File: config.mk
export PLATFORM = sky130hd
export DESIGN_NAME = rv32i_hazard_scoreboard
export DESIGN_NICKNAME = d
export VERILOG_FILES = /design/src/rtl/rv32i_hazard_scoreboard.sv
export SDC_FILE = /design/constraint.sdc
export NUM_CORES = 1
export LEC_CHECK = 0
export CORE_ASPECT_RATIO = 1.25
export CORE_MARGIN = 5
export CORE_UTILIZATION = 40
export CTS_CLUSTER_SIZE = 24
export DETAILED_ROUTE_END_ITERATION = 10
export GPL_ROUTABILITY_DRIVEN = 0
export GPL_TIMING_DRIVEN = 0
export PLACE_DENSITY = 0.78
export SETUP_SLACK_MARGIN = 0.02
export SYNTH_ARGS = -nofsm -noshare
export SYNTH_HDL_FRONTEND = slang
export SYNTH_SLANG_ARGS = --single-unit
export TNS_END_PERCENT = 5
File: constraint.sdc
create_clock -name clk_i -period 5.28 [get_ports clk_i]
set_input_delay 0.792 -clock clk_i [delete_from_list [all_inputs] [get_ports clk_i]]
set_output_delay 0.792 -clock clk_i [all_outputs]
set_load 0.005 [all_outputs]
File: src/rtl/rv32i_hazard_scoreboard.sv
// RAW hazard scoreboard for the RV32I in-order pipeline: tracks in-flight rd writes EXEC..WB.
// Define RV32I_HAZARD_FORWARDING_EN to emit bypass selects so only early load-use hazards stall.
module rv32i_hazard_scoreboard #(
   parameter int NB_STAGES      = 3,
   parameter int LOAD_FWD_STAGE = 2,
   parameter int SELW           = $clog2(NB_STAGES + 1)
) (
   input  logic            clk_i,
   input  logic            rst_i,
   input  logic            dec_valid_i,
   input  logic [4:0]      dec_rs1_i,
   input  logic            dec_rs1_re_i,
   input  logic [4:0]      dec_rs2_i,
   input  logic            dec_rs2_re_i,
   input  logic [4:0]      dec_rd_i,
   input  logic            dec_rd_we_i,
   input  logic            dec_is_load_i,
   input  logic            flush_i,
   input  logic            stall_ext_i,
   output logic            stall_o,
   output logic [SELW-1:0] fwd_rs1_sel_o,
   output logic [SELW-1:0] fwd_rs2_sel_o,
   output logic [4:0]      wb_rd_o,
   output logic            wb_we_o,
   output logic            busy_o,
   output logic [31:0]     stall_cnt_o
);

   typedef struct packed {
      logic       valid;
      logic [4:0] rd;
      logic       load;
   } entry_t;

   entry_t [NB_STAGES-1:0] sb;
   entry_t                 new_e;
   logic [NB_STAGES-1:0]   m1, m2, vld;
   logic                   issue;

   always_comb begin
      m1  = '0;
      m2  = '0;
      vld = '0;
      for (int k = 0; k < NB_STAGES; k++) begin
         m1[k]  = dec_rs1_re_i & sb[k].valid & (sb[k].rd == dec_rs1_i);
         m2[k]  = dec_rs2_re_i & sb[k].valid & (sb[k].rd == dec_rs2_i);
         vld[k] = sb[k].valid;
      end
   end

   assign issue = dec_valid_i & ~stall_o & ~flush_i;

   // Bubbles are stored all-zero so wb_rd_o reads 0 whenever WB is empty.
   always_comb begin
      new_e = '0;
      if (issue && dec_rd_we_i && (dec_rd_i != 5'd0)) begin
         new_e.valid = 1'b1;
         new_e.rd    = dec_rd_i;
         new_e.load  = dec_is_load_i;
      end
   end

`ifdef RV32I_HAZARD_FORWARDING_EN
   logic [SELW-1:0] sel1, sel2;
   logic            haz1, haz2;

   // Walk oldest to youngest so the lowest matching stage wins.
   always_comb begin
      sel1 = '0;
      sel2 = '0;
      haz1 = 1'b0;
      haz2 = 1'b0;
      for (int k = NB_STAGES - 1; k >= 0; k--) begin
         if (m1[k]) begin
            sel1 = SELW'(k + 1);
            haz1 = sb[k].load & (k < LOAD_FWD_STAGE);
         end
         if (m2[k]) begin
            sel2 = SELW'(k + 1);
            haz2 = sb[k].load & (k < LOAD_FWD_STAGE);
         end
      end
   end

   assign stall_o       = dec_valid_i & ~flush_i & (haz1 | haz2);
   assign fwd_rs1_sel_o = stall_o ? '0 : sel1;
   assign fwd_rs2_sel_o = stall_o ? '0 : sel2;
`else
   logic unused_load;

   always_comb begin
      unused_load = (LOAD_FWD_STAGE > 0);
      for (int k = 0; k < NB_STAGES; k++) unused_load = unused_load ^ sb[k].load;
   end

   assign stall_o       = dec_valid_i & ~flush_i & ((|m1) | (|m2));
   assign fwd_rs1_sel_o = '0;
   assign fwd_rs2_sel_o = '0;
`endif

   always_ff @(posedge clk_i or posedge rst_i) begin
      if (rst_i) begin
         sb          <= '0;
         stall_cnt_o <= '0;
      end else begin
         if (stall_o && (stall_cnt_o != 32'hFFFF_FFFF)) stall_cnt_o <= stall_cnt_o + 32'd1;
         // A memory stall freezes EXEC..MEM while WB retires into a bubble.
         if (stall_ext_i) begin
            sb[NB_STAGES-1] <= '0;
         end else begin
            sb[0] <= new_e;
            for (int k = 1; k < NB_STAGES; k++) sb[k] <= sb[k-1];
         end
      end
   end

   assign wb_rd_o = sb[NB_STAGES-1].rd;
   assign wb_we_o = sb[NB_STAGES-1].valid;
   assign busy_o  = |vld;

endmodule

==> results.sh <==
export IMPL_yosysTopAreaCell="dfrtp_1"
export IMPL_powerDensity_nw_per_um2=203
export IMPL_cts_resized=0
export IMPL_nFillCells=643
export IMPL_ys_flop_type="dfrtp_1"
export IMPL_num_antenna_cells=0
export IMPL_initial_core_util=0.405
export IMPL_synth_area_um2=2790
export IMPL_synthTopCellsByCount="61 x xnor2_1, 50 x dfrtp_1, 32 x nand3_1"
export IMPL_clk_path_buf_depth=2
export IMPL_async_flop_share=1.00
export IMPL_vdd_drop_max_uv=127
export IMPL_worstPathRequired_ns=4.49
export IMPL_synth_distinct_cells=38
export IMPL_hold_viol=0
export IMPL_avgSynthCellArea_um2=10.5
export IMPL_wl_met2_um=3380
export IMPL_grt_total_usage=0.152
export IMPL_outcome="complete, no violations"
export IMPL_finalSetupViolCount=0
export IMPL_finalCriticalPeriod_ns=3.44
export IMPL_r2r_start="stall_cnt_o[0]"
export IMPL_netlist_instances=267
export IMPL_min_from="stall_cnt_o[25]"
export IMPL_antenna_found_initial=0
export IMPL_grt_max_degree=45
export IMPL_worstRegToRegCells=7
export IMPL_routedWlPerCell_um=15.2
export IMPL_dp_hpwl_um=5030
export IMPL_hold_buffers=0
export IMPL_cts_made_buffers=5
export IMPL_slew_limit_headroom=0.618
export IMPL_gr_total_overflow=0
export IMPL_synth_edff_count=0
export IMPL_top_layer_used="met4"
export IMPL_vias_per_cell=5.12
export IMPL_worst_slack_ns=1.84
export IMPL_end_kind="output port"
export IMPL_grt_pass1_wl_um=10700
export IMPL_drc_errors=0
export IMPL_wl_met1_um=2730
export IMPL_syn_to_final_growth_pct=30.8
export IMPL_clock_latency_ns=0.30
export IMPL_power_uw=743
export IMPL_coreArea_um2=6890
export IMPL_wl_met3_um=325
export IMPL_root_buffer="clkbuf_8"
export IMPL_cts_tree="built"
export IMPL_hold_path_depth=1
export IMPL_die_w_um=84.7
export IMPL_dr_pass1_iters=4
export IMPL_ioPinCount=68
export IMPL_postRouteAntennaNets=0
export IMPL_routed_wirelength_um=6560
export IMPL_clk_pin_slew_worst_paths_ns=0.09
export IMPL_cts_sinks=50
export IMPL_ys_seq_elements=50
export IMPL_worst_pin_slew_ns=0.573
export IMPL_nets=364
export IMPL_die_h_um=103
export IMPL_seq_area_frac_synth=0.448
export IMPL_crit_path_max_fanout=3
export IMPL_cts_htree_levels=2
export IMPL_tns_ns=0
export IMPL_r2r_setup_slack_ns=3.15
export IMPL_synth_area_leaders="dfrtp_1 45%, xnor2_1 19%, nand3_1 5.7%"
export IMPL_static_leakage_power_uw=0.00143
export IMPL_crit_path_start_kind="input pin"
export IMPL_final_max_slew_viol_count=0
export IMPL_synth_most_common_cell="xnor2_1"
export IMPL_period_share=0.651
export IMPL_fin_skew_ns=0.00857
export IMPL_fmax_ghz=0.291
export IMPL_vias=2201
export IMPL_pre_cts_slack_ns=1.85
export IMPL_grt_pass1_vias=2256
export IMPL_crit_type="input pin to output port"
export IMPL_yosys_warnings=0
export IMPL_synth_top_area_frac=0.448
export IMPL_drt_iter0_drc=43
export IMPL_max_cap_violations=0
export IMPL_die_area_um2=8760
export IMPL_grt_setup_unrepaired="no"
export IMPL_rows=34
export IMPL_portBuffers=61
export IMPL_drive_above_1_share=0.124
export IMPL_r2r_end="stall_cnt_o[1]"
export IMPL_hp_class="register to register"
export IMPL_arrival_ns=2.64
export IMPL_min_to="stall_cnt_o[25]"
export IMPL_cts_setup_buffers=0
-- placed cells by master (no fill, tap or decap), drive strengths merged --
master,synthesis,final
nand2,16,16
nand3b,1,1
ha,1,1
conb,1,4
nand2b,1,1
or3,1,1
clkdlybuf4s50,0,61
buf,13,14
nor3,7,7
a22o,6,6
inv,6,6
o22a,3,3
and2,1,1
a21oi,1,1
bufinv,0,1
nor2,11,11
nor2b,7,7
nand4b,1,1
and3,7,7
mux2,7,7
clkbuf,2,9
and4,3,3
dfrtp,50,50
nor4,5,5
or2,1,1
a31oi,1,1
xnor2,61,61
nand4,18,18
nor4b,1,1
nand3,34,34
-- sequential cells by signal, summed over array words and instances, names as in the netlist --
| name | count |
|---|---|
| sb | 12 |
| stall_cnt_o | 32 |
| wb_we_o | 1 |
| wb_rd_o | 5 |
-- layer usage --
layer,up-vias,global-route usage
met5,-,0
met4,0,0.0560
met3,10,0.0388
met2,60,0.277
met1,1067,0.174
li1,1064,-
-- kinds of logic after synthesis --
logic type	synth area share
simple gates	0.250
xor+xnor	0.191
flops	0.448
buf+inv	0.0430
compound gates	0.0336
mux	0.0282
fa+ha+maj	0.00448
other cells	0.00134
-- layout make-up --
type / count / area [um2] / share of cell area
Buffer: 15 / 97.6 / 0.0267
Clock buffer: 7 / 76.3 / 0.0209
Clock inverter: 1 / 30.0 / 0.00822
Inverter: 6 / 22.5 / 0.00616
Multi-Input combinational cell: 199 / 1430 / 0.392
Sequential cell: 50 / 1250 / 0.342
Tap cell: 90 / 113 / 0.0308
Timing Repair Buffer: 62 / 631 / 0.173
-- worst max-delay path: stages --
cell and delay (ns):
clkdlybuf4s50_1 0.49, xnor2_1 0.27, nand4_1 0.14, o22a_1 0.26, a31oi_1 0.17, clkdlybuf4s50_1 0.53
-- worst max path at each step --
stage,cells after the start,startpoint,slack (ns),endpoint
after floorplan,4,dec_rs2_i[0],3.06,stall_o
after global placement,6,dec_rs2_i[0],1.87,stall_o
after detailed placement,6,dec_rs2_i[0],1.85,stall_o
after CTS,6,dec_rs2_i[0],1.85,stall_o
after global routing,6,dec_rs2_i[0],1.70,stall_o
final,6,dec_rs2_i[0],1.84,stall_o
-- report_power, final --
| group | internal [uW] | total [uW] | switching [uW] |
|---|---|---|---|
| logic | 46.9 | 83.6 | 36.7 |
| registers | 390 | 399 | 9.09 |
| clock network | 142 | 260 | 118 |
-- per-stage QoR --
step                      cell area, um2  hold slack (ns)   util  cells
after global routing                3650            0.539  0.530    430
final                               3650            0.504  0.530    430
after CTS                           3650            0.507  0.530    430
after floorplan                     2800            0.487      -    270
after detailed placement            3550            0.489  0.515    422
after global placement              3530            0.488  0.512    421
No activity file was read; power rests on OpenSTA's default activity.
